==> src/rtl/udp_rx_filter_if.sv <==
// Byte-stream interface of the UDP receive filter: RMII-side byte strobes in,
// payload beats and drop statistics out.
interface udp_rx_filter_if #(
    parameter int unsigned PORT_W = 2
);
    logic [7:0]        rx_byte;
    logic              rx_byte_valid;
    logic              rx_frame_end;
    logic [7:0]        payload;
    logic              payload_valid;
    logic              payload_last;
    logic [PORT_W-1:0] payload_port;
    logic              payload_abort;
    logic              drop_pulse;
    logic [15:0]       drop_count;

    modport master (
        output rx_byte, rx_byte_valid, rx_frame_end,
        input  payload, payload_valid, payload_last, payload_port, payload_abort,
        input  drop_pulse, drop_count
    );

    modport slave (
        input  rx_byte, rx_byte_valid, rx_frame_end,
        output payload, payload_valid, payload_last, payload_port, payload_abort,
        output drop_pulse, drop_count
    );
endinterface

==> src/rtl/udp_rx_filter.sv <==
// Ethernet/IPv4/UDP receive filter: parses the header stream on the fly and forwards
// the payload of datagrams addressed to this station on a small range of UDP ports.
module udp_rx_filter #(
    parameter logic [47:0] FPGA_MAC         = 48'h00_1A_2B_3C_4D_5E,
    parameter logic [31:0] FPGA_IP          = 32'hC0_00_02_92,
    parameter logic [15:0] PORT_BASE        = 16'd5005,
    parameter int unsigned NUM_PORTS        = 4,
    parameter bit          ACCEPT_BROADCAST = 1'b1,
    parameter bit          CHECK_IP_CSUM    = 1'b1
) (
    input logic            clk,
    input logic            resetn,
    udp_rx_filter_if.slave bus
);
    localparam int unsigned PORT_W = (NUM_PORTS > 1) ? $clog2(NUM_PORTS) : 1;

    typedef enum logic [2:0] {
        StIdle, StEthHdr, StIpHdr, StIpOpt, StUdpHdr, StPayload, StDrain
    } state_e;

    state_e state_q, state_d, byte_state;

    logic [15:0]       cnt_q;
    logic [7:0]        prev_q;
    logic              uc_ok_q, bc_ok_q, et_ok_q, ip_ok_q;
    logic [3:0]        ihl_q;
    logic [19:0]       acc_q;
    logic [15:0]       dport_q, len_q;
    logic [PORT_W-1:0] port_q;

    logic [7:0]  payload_q, payload_d;
    logic        valid_q, valid_d, last_q, last_d, abort_q, abort_d, drop_q, drop_d;
    logic [15:0] drop_count_q, drop_count_d;

    logic [19:0] csum_sum;
    logic        eth_pass, ip_fields_ok, csum_ok, port_ok, len_ok, opt_last, pay_last;
    logic        reject, beat, last, end_drop, end_abort;

    function automatic logic [7:0] mac_byte(input logic [2:0] idx);
        logic [47:0] sh;
        sh = FPGA_MAC >> (6'd40 - {idx, 3'b000});
        return sh[7:0];
    endfunction

    function automatic logic [7:0] ip_byte(input logic [1:0] idx);
        logic [31:0] sh;
        sh = FPGA_IP >> (5'd24 - {idx, 3'b000});
        return sh[7:0];
    endfunction

    // One's-complement fold: end-around carry applied twice.
    function automatic logic [15:0] csum_fold(input logic [19:0] s);
        logic [16:0] f1, f2;
        f1 = {1'b0, s[15:0]} + {13'd0, s[19:16]};
        f2 = {1'b0, f1[15:0]} + {16'd0, f1[16]};
        return f2[15:0];
    endfunction

    assign csum_sum     = acc_q + {4'd0, prev_q, bus.rx_byte};
    assign csum_ok      = !CHECK_IP_CSUM || (csum_fold(csum_sum) == 16'hFFFF);
    assign eth_pass     = (uc_ok_q || (ACCEPT_BROADCAST && bc_ok_q)) && et_ok_q &&
                          (bus.rx_byte == 8'h00);
    assign ip_fields_ok = ip_ok_q && (bus.rx_byte == ip_byte(2'd3));
    assign opt_last     = (cnt_q == ({10'd0, ihl_q - 4'd5, 2'b00} - 16'd1));
    assign port_ok      = ({1'b0, dport_q} >= {1'b0, PORT_BASE}) &&
                          ({1'b0, dport_q} < ({1'b0, PORT_BASE} + 17'(NUM_PORTS)));
    assign len_ok       = (len_q >= 16'd8);
    assign pay_last     = (cnt_q == (len_q - 16'd9));

    always_ff @(posedge clk or negedge resetn) begin
        if (!resetn) begin
            state_q <= StIdle;
        end else begin
            state_q <= state_d;
        end
    end

    // The byte is evaluated first; a coincident frame end then acts on the resulting state.
    always_comb begin
        byte_state = state_q;
        reject     = 1'b0;
        beat       = 1'b0;
        last       = 1'b0;
        if (bus.rx_byte_valid) begin
            case (state_q)
                StIdle: if (bus.rx_byte == 8'hD5) byte_state = StEthHdr;
                StEthHdr: begin
                    if (cnt_q == 16'd13) begin
                        byte_state = eth_pass ? StIpHdr : StDrain;
                        reject     = !eth_pass;
                    end
                end
                StIpHdr: begin
                    if (cnt_q == 16'd19) begin
                        if (!ip_fields_ok) begin
                            byte_state = StDrain;
                            reject     = 1'b1;
                        end else if (ihl_q != 4'd5) begin
                            byte_state = StIpOpt;
                        end else begin
                            byte_state = csum_ok ? StUdpHdr : StDrain;
                            reject     = !csum_ok;
                        end
                    end
                end
                StIpOpt: begin
                    if (opt_last) begin
                        byte_state = csum_ok ? StUdpHdr : StDrain;
                        reject     = !csum_ok;
                    end
                end
                StUdpHdr: begin
                    if (cnt_q == 16'd7) begin
                        if (port_ok && len_ok) begin
                            byte_state = (len_q == 16'd8) ? StDrain : StPayload;
                        end else begin
                            byte_state = StDrain;
                            reject     = 1'b1;
                        end
                    end
                end
                StPayload: begin
                    beat = 1'b1;
                    if (pay_last) begin
                        last       = 1'b1;
                        byte_state = StDrain;
                    end
                end
                default: ;
            endcase
        end

        state_d   = byte_state;
        end_drop  = 1'b0;
        end_abort = 1'b0;
        if (bus.rx_frame_end) begin
            state_d = StIdle;
            case (byte_state)
                StEthHdr, StIpHdr, StIpOpt, StUdpHdr: end_drop  = 1'b1;
                StPayload:                            end_abort = 1'b1;
                default: ;
            endcase
        end
    end

    always_comb begin
        payload_d    = beat ? bus.rx_byte : 8'h00;
        valid_d      = beat;
        last_d       = last;
        abort_d      = end_abort;
        drop_d       = reject || end_drop;
        drop_count_d = drop_count_q;
        if (drop_d && (drop_count_q != 16'hFFFF)) drop_count_d = drop_count_q + 16'd1;
    end

    always_ff @(posedge clk or negedge resetn) begin
        if (!resetn) begin
            cnt_q        <= '0;
            prev_q       <= '0;
            uc_ok_q      <= 1'b0;
            bc_ok_q      <= 1'b0;
            et_ok_q      <= 1'b0;
            ip_ok_q      <= 1'b0;
            ihl_q        <= '0;
            acc_q        <= '0;
            dport_q      <= '0;
            len_q        <= '0;
            port_q       <= '0;
            payload_q    <= '0;
            valid_q      <= 1'b0;
            last_q       <= 1'b0;
            abort_q      <= 1'b0;
            drop_q       <= 1'b0;
            drop_count_q <= '0;
        end else begin
            payload_q    <= payload_d;
            valid_q      <= valid_d;
            last_q       <= last_d;
            abort_q      <= abort_d;
            drop_q       <= drop_d;
            drop_count_q <= drop_count_d;

            if (state_d != state_q) begin
                cnt_q <= '0;
            end else if (bus.rx_byte_valid) begin
                cnt_q <= cnt_q + 16'd1;
            end

            if (bus.rx_byte_valid) begin
                prev_q <= bus.rx_byte;
                case (state_q)
                    StEthHdr: begin
                        acc_q <= '0;
                        if (cnt_q < 16'd6) begin
                            uc_ok_q <= ((cnt_q == 16'd0) || uc_ok_q) &&
                                       (bus.rx_byte == mac_byte(cnt_q[2:0]));
                            bc_ok_q <= ((cnt_q == 16'd0) || bc_ok_q) && (bus.rx_byte == 8'hFF);
                        end
                        if (cnt_q == 16'd12) et_ok_q <= (bus.rx_byte == 8'h08);
                    end
                    StIpHdr: begin
                        if (cnt_q[0]) acc_q <= csum_sum;
                        case (cnt_q)
                            16'd0: begin
                                ihl_q   <= bus.rx_byte[3:0];
                                ip_ok_q <= (bus.rx_byte[7:4] == 4'd4) && (bus.rx_byte[3:0] >= 4'd5);
                            end
                            // MF flag and the top five fragment-offset bits.
                            16'd6:  ip_ok_q <= ip_ok_q && (bus.rx_byte[5:0] == 6'd0);
                            16'd7:  ip_ok_q <= ip_ok_q && (bus.rx_byte == 8'd0);
                            16'd9:  ip_ok_q <= ip_ok_q && (bus.rx_byte == 8'd17);
                            16'd16, 16'd17, 16'd18:
                                ip_ok_q <= ip_ok_q && (bus.rx_byte == ip_byte(cnt_q[1:0]));
                            default: ;
                        endcase
                    end
                    StIpOpt: if (cnt_q[0]) acc_q <= csum_sum;
                    StUdpHdr: begin
                        if (cnt_q == 16'd3) dport_q <= {prev_q, bus.rx_byte};
                        if (cnt_q == 16'd5) len_q <= {prev_q, bus.rx_byte};
                        if ((cnt_q == 16'd7) && port_ok && len_ok) begin
                            port_q <= PORT_W'(dport_q - PORT_BASE);
                        end
                    end
                    default: ;
                endcase
            end
        end
    end

    assign bus.payload       = payload_q;
    assign bus.payload_valid = valid_q;
    assign bus.payload_last  = last_q;
    assign bus.payload_port  = port_q;
    assign bus.payload_abort = abort_q;
    assign bus.drop_pulse    = drop_q;
    assign bus.drop_count    = drop_count_q;

endmodule

==> src/flat_wrapper.sv <==
// flat-port wrapper written by rule: the top's interface ports become plain ports
module udp_rx_filter_flat 
#(
    parameter logic [47:0] FPGA_MAC         = 48'h00_1A_2B_3C_4D_5E,
    parameter logic [31:0] FPGA_IP          = 32'hC0_00_02_92,
    parameter logic [15:0] PORT_BASE        = 16'd5005,
    parameter int unsigned NUM_PORTS        = 4,
    parameter bit          ACCEPT_BROADCAST = 1'b1,
    parameter bit          CHECK_IP_CSUM    = 1'b1
)
  (clk, resetn, bus_rx_byte, bus_rx_byte_valid, bus_rx_frame_end, bus_payload, bus_payload_valid, bus_payload_last, bus_payload_port, bus_payload_abort, bus_drop_pulse, bus_drop_count);
  udp_rx_filter_if #(.PORT_W(2)) bus_i ();
  input logic clk;
  input logic resetn;
  input wire logic [$bits(bus_i.rx_byte)-1:0] bus_rx_byte;
  input wire logic [$bits(bus_i.rx_byte_valid)-1:0] bus_rx_byte_valid;
  input wire logic [$bits(bus_i.rx_frame_end)-1:0] bus_rx_frame_end;
  output wire logic [$bits(bus_i.payload)-1:0] bus_payload;
  output wire logic [$bits(bus_i.payload_valid)-1:0] bus_payload_valid;
  output wire logic [$bits(bus_i.payload_last)-1:0] bus_payload_last;
  output wire logic [$bits(bus_i.payload_port)-1:0] bus_payload_port;
  output wire logic [$bits(bus_i.payload_abort)-1:0] bus_payload_abort;
  output wire logic [$bits(bus_i.drop_pulse)-1:0] bus_drop_pulse;
  output wire logic [$bits(bus_i.drop_count)-1:0] bus_drop_count;
  assign bus_i.rx_byte = bus_rx_byte;
  assign bus_i.rx_byte_valid = bus_rx_byte_valid;
  assign bus_i.rx_frame_end = bus_rx_frame_end;
  assign bus_payload = bus_i.payload;
  assign bus_payload_valid = bus_i.payload_valid;
  assign bus_payload_last = bus_i.payload_last;
  assign bus_payload_port = bus_i.payload_port;
  assign bus_payload_abort = bus_i.payload_abort;
  assign bus_drop_pulse = bus_i.drop_pulse;
  assign bus_drop_count = bus_i.drop_count;
  udp_rx_filter #(.FPGA_MAC(FPGA_MAC), .FPGA_IP(FPGA_IP), .PORT_BASE(PORT_BASE), .NUM_PORTS(NUM_PORTS), .ACCEPT_BROADCAST(ACCEPT_BROADCAST), .CHECK_IP_CSUM(CHECK_IP_CSUM)) u_core (.clk(clk), .resetn(resetn), .bus(bus_i));
endmodule
==> config.mk <==
export PLATFORM = sky130hd
export DESIGN_NAME = udp_rx_filter_flat
export DESIGN_NICKNAME = d
export VERILOG_FILES = /design/src/rtl/udp_rx_filter_if.sv /design/src/rtl/udp_rx_filter.sv /design/src/flat_wrapper.sv
export SDC_FILE = /design/constraint.sdc
export NUM_CORES = 1
export LEC_CHECK = 0
export CELL_PAD_IN_SITES_DETAIL_PLACEMENT = 1
export CELL_PAD_IN_SITES_GLOBAL_PLACEMENT = 1
export CORE_MARGIN = 2
export CORE_UTILIZATION = 43
export DETAILED_ROUTE_END_ITERATION = 8
export GPL_TIMING_DRIVEN = 1
export PLACE_DENSITY = 0.74
export SYNTH_ARGS = -nofsm -noshare
export SYNTH_HDL_FRONTEND = slang
export SYNTH_SLANG_ARGS = --single-unit
export TNS_END_PERCENT = 5
==> constraint.sdc <==
create_clock -name clk -period 6.6 [get_ports clk]
set_clock_uncertainty 0.15 [all_clocks]
set_input_delay 0.66 -clock clk [delete_from_list [all_inputs] [get_ports clk]]
set_output_delay 0.66 -clock clk [all_outputs]
set_load 0.05 [all_outputs]
==> results_dict.tcl, run 1 <==
set metrics [dict create \
    power_switching_share_pct 40.9 \
    yosysMostFrequentCell "dfrtp_1" \
    rrSetupSlack_ps -70 \
    setup_violations 13 \
    coreArea_mm2 0.0186 \
    final_nets 1060 \
    drc_errors 0 \
    hold_viol 0 \
    regToRegEndpoint "u_core.bus.drop_count[7]$_DFFE_PN0P_" \
    dieHeight_um 141 \
    num_vias 7502 \
    area.growth.synth_to_final_pct 27.8 \
    rsz0062_at_grt "true" \
    max_stage_delay_ps 470 \
    fillers 2108 \
    critical_path.max_fanout 5 \
    place_inst 1202 \
    boundaryPins 42 \
    switchingPower_mw 1.58 \
    first_global_vias 7762 \
    slowest_stage "clkdlybuf4s50_1" \
    fin_crit_sh_pct 101 \
    p_int_mw 2.28 \
    ys.flop_type "dfrtp_1" \
    p_seq_share_pct 24.3 \
    clock_latency_ps 440 \
    utilization_pct 55.6 \
    n_antenna_cell 0 \
    wire_per_inst_um 21.8 \
    drv_cap 0 \
    required_ps 6790 \
    place_area_mm2 0.00934 \
    ys_seq_elements 117 \
    slew_headroom_pct 13.4 \
    rr_startpoint "u_core.acc_q[0]$_DFFE_PN0P_" \
    drive_gt1_share_pct 25.0 \
    syn_inst 883 \
    syn-num-nets 934 \
    run_status "complete, but fails checks" \
    port_buffers 41 \
    hold_buffers 0 \
    final.setup.worst_slack_ps -84.5 \
    die_w_um 141 \
    p_per_area_mw_per_mm2 373 \
    dr.pass1.iters 5 \
    cts_max_level 4 \
    maxSlewViolCount 0 \
    worstPathArrival_ps 6870 \
    crit_start "bus_rx_byte[5]" \
    dr.first_iter.drc_count 582 \
    tightest_slew_ps 1290 \
    layout_min_cycle_time_ps 6680 \
    peakVddDrop_v 0.000221 \
    ys_seq_area_share_pct 36.2 \
    post-synth-top-area-cell "dfrtp_1" \
    viasPerCell 5.97 \
    comb_power_share_pct 50.9 \
    synth_top_area_share_pct 36.2 \
    start_util_pct 43.6 \
    synth_area_mm2 0.00809 \
    rows 50 \
    synth_common_cells "dfrtp_1 (117), nor2_1 (79), nand2_1 (74), o21ai_0 (46), xnor2_1 (45)" \
    async_flop_share_pct 100 \
    syn_area_per_cell_um2 9.17 \
    ff2ff_path_depth 41 \
    track_usage_pct 27.8 \
    ctsRootBufferMaster "clkbuf_16" \
    design_area_mm2 0.0103 \
    dp_hpwl_um 18100 \
    synth.distinct_cells 81 \
    cts_tree "done" \
    yosysWarnings 0 \
    grt_first_pass_wirelength_um 42900 \
    grt_remaining_overflow 0 \
    cts_buffer_depth 2 \
    critPathLaunchType "input port" \
    antenna_found_initial 0 \
    ant_nets 0 \
    fmax_mhz 150 \
    numClockSinks 117 \
    cts_buffers 17 \
    grt_max_degree 67 \
    place_congestion 0.911 \
    die_area_mm2 0.0199 \
    violations "negative setup slack" \
    worstSetupPathType "input port to flop" \
    routed_wl_um 27300 \
    p_clk_share_pct 24.9 \
    p_leak_nw 4.64 \
    timing.critical_path.mode_cell "buf_4" \
    cp-end-kind "flop" \
    ys_top_cells_by_area "dfrtp_1 (36%), ha_1 (5.7%), mux2_2 (5.1%)" \
    hold_class "input port to async pin" \
    clkSlewWorstSetupHoldPaths_ps 60 \
    fin_cells 1256 \
    synth_edf_count 0 \
]
-- flip-flops by register name, indices dropped and copies added, names as in the netlist, 4 cells and up --
name                   count
u_core.bus.drop_count     16
u_core.cnt_q              16
u_core.prev_q              8
u_core.ihl_q               4
u_core.bus.payload         8
u_core.acc_q              20
u_core.len_q              16
u_core.dport_q            16
-- metrics by stage --
stage / TNS [ps] / total power, mW / hold slack, ps / setup WS [ps]
3_5_place_dp: -18500 / 2.72 / 330 / -1110
6_report: -534 / 3.86 / 192 / -84.5
5_1_grt: -5750 / 4.08 / 258 / -415
4_1_cts: -189 / 3.76 / 235 / -49.3
3_3_place_gp: -14710 / 2.67 / 316 / -897
2_1_floorplan: -167 / 2.02 / 214 / -88.0
-- layout make-up --
class	instances	area (um^2)	share of cell area (%)
timing repair buffer	149	1240	12.0
clock inverter	15	166	1.61
tap	234	293	2.83
clock buffer	17	425	4.11
sequential	117	2930	28.3
inverter	35	131	1.27
multi-input combinational	689	5150	49.9
-- power groups by stage --
| stage | logic (mW) | registers, mW | clock network [mW] |
|---|---|---|---|
| floorplan | 1.04 | 0.980 | 0 |
| global route | 2.13 | 0.951 | 1.00 |
| finish | 1.96 | 0.936 | 0.958 |
| CTS | 1.86 | 0.929 | 0.972 |
| global placement | 1.74 | 0.931 | 0 |
| detailed placement | 1.78 | 0.935 | 0 |
-- worst max-delay path, delay by kind of cell --
family,cells,cell delay (ps)
AOI/OAI and AO/OA,10,1460
xor gates and xnor gates,2,350
adders and majority gates,3,880
buffers and inverters,16,1890
and+or+nand+nor,9,1620
-- cells by family (layout without fill, tap and decap cells) --
logic type / after synthesis / after routing / share of synthesized area [%]
mux: 43 / 43 / 5.95
flops: 117 / 117 / 36.2
compound gates: 179 / 179 / 15.5
simple gates: 346 / 346 / 23.1
xor+xnor: 82 / 82 / 9.14
buf+inv: 77 / 216 / 3.94
fa+ha+maj: 39 / 39 / 6.22
-- how the worst max path moves through the flow --
stage,endpoint,slack (ps),cells after the start
floorplan,u_core.bus.drop_count[1]$_DFFE_PN0P_,-90,36
global route,u_core.bus.drop_count[9]$_DFFE_PN0P_,-410,36
detailed placement,u_core.bus.drop_count[5]$_DFFE_PN0P_,-1110,38
finish,u_core.bus.drop_count[7]$_DFFE_PN0P_,-80,40
CTS,u_core.bus.drop_count[1]$_DFFE_PN0P_,-50,35
global placement,u_core.bus.drop_count[14]$_DFFE_PN0P_,-900,38
-- layer usage --
metal / up-vias / part of all wire [%] / track usage, %
met2: 174 / 48 / 45.4
met3: 47 / 3.7 / 4.62
li1: 3458 / - / -
met4: 0 / 3.0 / 10.8
met1: 3823 / 45 / 37.1
met5: - / 0 / 0
-- repair_timing --
action,CTS,global route
pin swaps,31,17
resized for setup,31,25
endpoints found under the setup margin,18,19
setup buffers,19,3
-- cell usage in the layout (no fill, tap or decap), drive strengths merged, types with 5 or more instances in the layout --
master         netlist  routed
clkbuf              35      17
nor2                79      79
o211ai               7       7
nand2               74      74
o21a                 7       7
and2                12      12
clkdlybuf4s50        0      34
inv                 34      42
or4                  5       5
a311oi               5       5
mux2i                5       5
and3                13      13
a31oi                7       7
a211oi              10      10
a22o                12      12
a21oi               31      31
o211a                5       5
buf                  7     110
nand3               38      38
mux2                38      38
nand2b              10      10
xor2                35      35
nor3                36      36
nor2b                5       5
dfrtp              117     117
nand4               18      18
o21ai               49      49
nor4                20      20
and4                 7       7
ha                  37      37
a21o                 7       7
xnor2               46      46
Power figures use the tool's default switching activity.
==> run 2: changes to the inputs <==
- ABC_AREA: unset -> 1
- CORE_ASPECT_RATIO: unset -> 0.5
- CORE_UTILIZATION: 43 -> 41
- PLACE_DENSITY: 0.74 -> 0.75
==> run 2 against run 1 <==
Effect of this change: the flow still finishes with violations (negative setup slack); design area rose by 6.1%; die area grew 10%; clock-buffer cell count rose by 1; clock power up 6%; sequential cell count unchanged; register-to-register slack got worse by 30 ps; total power fell by 16%; non-clock buffer count fell by 25; critical endpoint is now u_core.cnt_q[1]$_DFFE_PN0P_; largest cell class unchanged.
==> results_dict.tcl, run 2 <==
set metrics [dict create \
    run_status "complete, but fails checks" \
    violations "negative setup slack" \
    port_buffers 41 \
    final_cell_mix "nand2_1 (275), inv_1 (143), nor2_1 (120)" \
    tightest_slew_ps 1180 \
    maxSlewViolCount 0 \
    p_per_area_mw_per_mm2 296 \
    dr.first_iter.drc_count 412 \
    slowest_stage "fa_2" \
    cts_buffer_depth 2 \
    hold_class "input port to async pin" \
    place_area_mm2 0.00957 \
    numClockSinks 117 \
    cts_max_level 4 \
    yosysWarnings 0 \
    viasPerCell 5.37 \
    syn_area_per_cell_um2 7.04 \
    start_util_pct 41.6 \
    required_ps 6820 \
    post-synth-top-area-cell "dfrtp_1" \
    ant_nets 0 \
    layout_commonest_cell "nand2_1" \
    synth-simple-area-share_pct 35.8 \
    synth_xor_area_share_pct 6.60 \
    power_mw 3.24 \
    die_w_um 207 \
    routed_wl_um 30400 \
    ys.flop_type "dfrtp_1" \
    fin_crit_sh_pct 102 \
    peakVddDrop_v 0.000182 \
    dp_hpwl_um 21300 \
    synth_common_cells "nand2_1 (297), inv_1 (150), nor2_1 (141), dfrtp_1 (117), nand3_1 (101)" \
    synth.distinct_cells 51 \
    boundaryPins 42 \
    clkSlewWorstSetupHoldPaths_ps 60 \
    crit_start "u_core.acc_q[0]$_DFFE_PN0P_" \
    track_usage_pct 27.5 \
    clock_latency_ps 440 \
    coreArea_mm2 0.0204 \
    met3_usage_pct 4.80 \
    worstSetupPathType "flop to flop" \
    n_antenna_cell 0 \
    worstPathArrival_ps 6930 \
    drv_cap 0 \
    synth_fa_ha_area_share_pct 5.93 \
    layout_min_cycle_time_ps 6700 \
    fin_setup_tns_ps -2110 \
    endpoint "u_core.cnt_q[1]$_DFFE_PN0P_" \
    fillers 2583 \
    synth_area_mm2 0.00849 \
    final_nets 1378 \
    critPathLaunchType "flop" \
    grt_remaining_overflow 0 \
    regToRegEndpoint "u_core.cnt_q[1]$_DFFE_PN0P_" \
    num_vias 8654 \
    ctsRootBufferMaster "clkbuf_16" \
    largest_register_ffs 20 \
    first_global_vias 9080 \
    timing.critical_path.mode_cell "nand2_2" \
    antenna_found_initial 0 \
    ys_seq_elements 117 \
    synth_edf_count 0 \
    critical_path.max_fanout 8 \
    hold_slack_ps 161 \
    rr_startpoint "u_core.acc_q[0]$_DFFE_PN0P_" \
    fmax_mhz 149 \
    grt_first_pass_wirelength_um 47300 \
    hold_buffers 0 \
    cts_buffers 17 \
    setup_violations 32 \
    syn-num-nets 1256 \
    drive_gt1_share_pct 20.2 \
    ys_top_cells_by_area "dfrtp_1 (34%), nand2_1 (13%), inv_1 (6.6%)" \
    rows 37 \
    top_register "u_core.acc_q" \
    synth_compound_area_share_pct 8.95 \
    yosysMostFrequentCell "nand2_1" \
    synth_top_family_by_area "simple AND/OR/NAND/NOR gates" \
    wire_per_inst_um 18.9 \
    busiest_layer "met2" \
    dieHeight_um 106 \
    cts_tree "done" \
    dp_slack_ps -831 \
    max_stage_delay_ps 390 \
    syn_inst 1205 \
    synth_top_area_share_pct 34.5 \
    use_met1_pct 35.2 \
    area.growth.synth_to_final_pct 29.3 \
    slew_headroom_pct 21.1 \
    place_congestion 0.867 \
    async_flop_share_pct 100 \
    hold_viol 0 \
    die_area_mm2 0.0219 \
    design_area_mm2 0.0110 \
    cp-end-kind "flop" \
    ff2ff_path_depth 50 \
    drc_errors 0 \
    grtUsageMet2_pct 47.8 \
    p_leak_nw 5.31 \
    ys_seq_area_share_pct 34.5 \
    rrSetupSlack_ps -100 \
    rsz0062_at_grt "true" \
    dr.pass1.iters 4 \
    grt_max_degree 60 \
    muxShareOfSynthArea_pct 0 \
    final.setup.worst_slack_ps -103 \
]
[run 2: cell type report]
| type | count | area, um^2 | share of cell area, % |
|---|---|---|---|
| Clock buffer | 18 | 439 | 4.00 |
| Clock inverter | 14 | 190 | 1.73 |
| Inverter | 160 | 601 | 5.47 |
| Multi-Input combinational cell | 907 | 5360 | 48.9 |
| Sequential cell | 117 | 2930 | 26.7 |
| Tap cell | 273 | 342 | 3.11 |
| Timing Repair Buffer | 124 | 1110 | 10.1 |
[run 2: cells by family (layout without fill, tap and decap cells)]
family,after synthesis,count (layout)
AOI/OAI and AO/OA,135,135
xor gates and xnor gates,64,64
adders and majority gates,39,39
buffers and inverters,182,316
DFF,117,117
and+or+nand+nor,668,669
[run 2: per-stage QoR]
step / cells / util (%)
4_1_cts: 1596 / 51.1
6_report: 1613 / 53.7
3_3_place_gp: 1553 / 46.9
2_1_floorplan: 1205 / -
3_5_place_dp: 1553 / 46.9
5_1_grt: 1613 / 53.7
[run 2: per-layer routing]
metal / wire (um) / vias up
met5: 0 / -
met4: 576 / 0
met3: 989 / 48
met2: 15000 / 134
met1: 13900 / 4328
li1: - / 4144
[run 2: critical path: cells and delay by family (launching register included)]
family          cells  cell delay, ps
buf+inv             8             780
simple gates       34            3360
flops               1             360
compound gates      1             140
xor+xnor            1             180
fa+ha+maj           6            1630
[run 2: how the worst min path moves through the flow]
stage | depth (start not counted) | slack (ps) | endpoint | startpoint
after floorplan | 0 | 210 | u_core.acc_q[0]$_DFFE_PN0P_ | resetn
after global placement | 2 | 320 | u_core.dport_q[6]$_DFFE_PN0P_ | u_core.dport_q[6]$_DFFE_PN0P_
after detailed placement | 2 | 320 | u_core.dport_q[6]$_DFFE_PN0P_ | u_core.dport_q[6]$_DFFE_PN0P_
after CTS | 1 | 190 | u_core.acc_q[5]$_DFFE_PN0P_ | resetn
after global routing | 1 | 200 | u_core.acc_q[5]$_DFFE_PN0P_ | resetn
final | 1 | 160 | u_core.acc_q[5]$_DFFE_PN0P_ | resetn
[run 2: where the power goes]
| part | switching, mW | internal [mW] | total [mW] |
|---|---|---|---|
| combinational | 0.860 | 0.496 | 1.36 |
| sequential | 0.0857 | 0.787 | 0.873 |
| clock | 0.400 | 0.615 | 1.02 |
| total | 1.35 | 1.90 | 3.24 |
[run 2: what timing repair did]
item / 4_1_cts / 5_1_grt
cloned: 2 / 1
resized for setup: 28 / 100
pin swaps: 14 / 48
setup buffers: 9 / 17
setup endpoints to repair: 34 / 35
==> run 3: changes to the inputs <==
- CTS_BUF_LIST: unset -> sky130_fd_sc_hd__clkbuf_8 sky130_fd_sc_hd__clkbuf_16
==> results of run 3 <==
No change in the layout: final DEF, timing and power equal those of run 2.
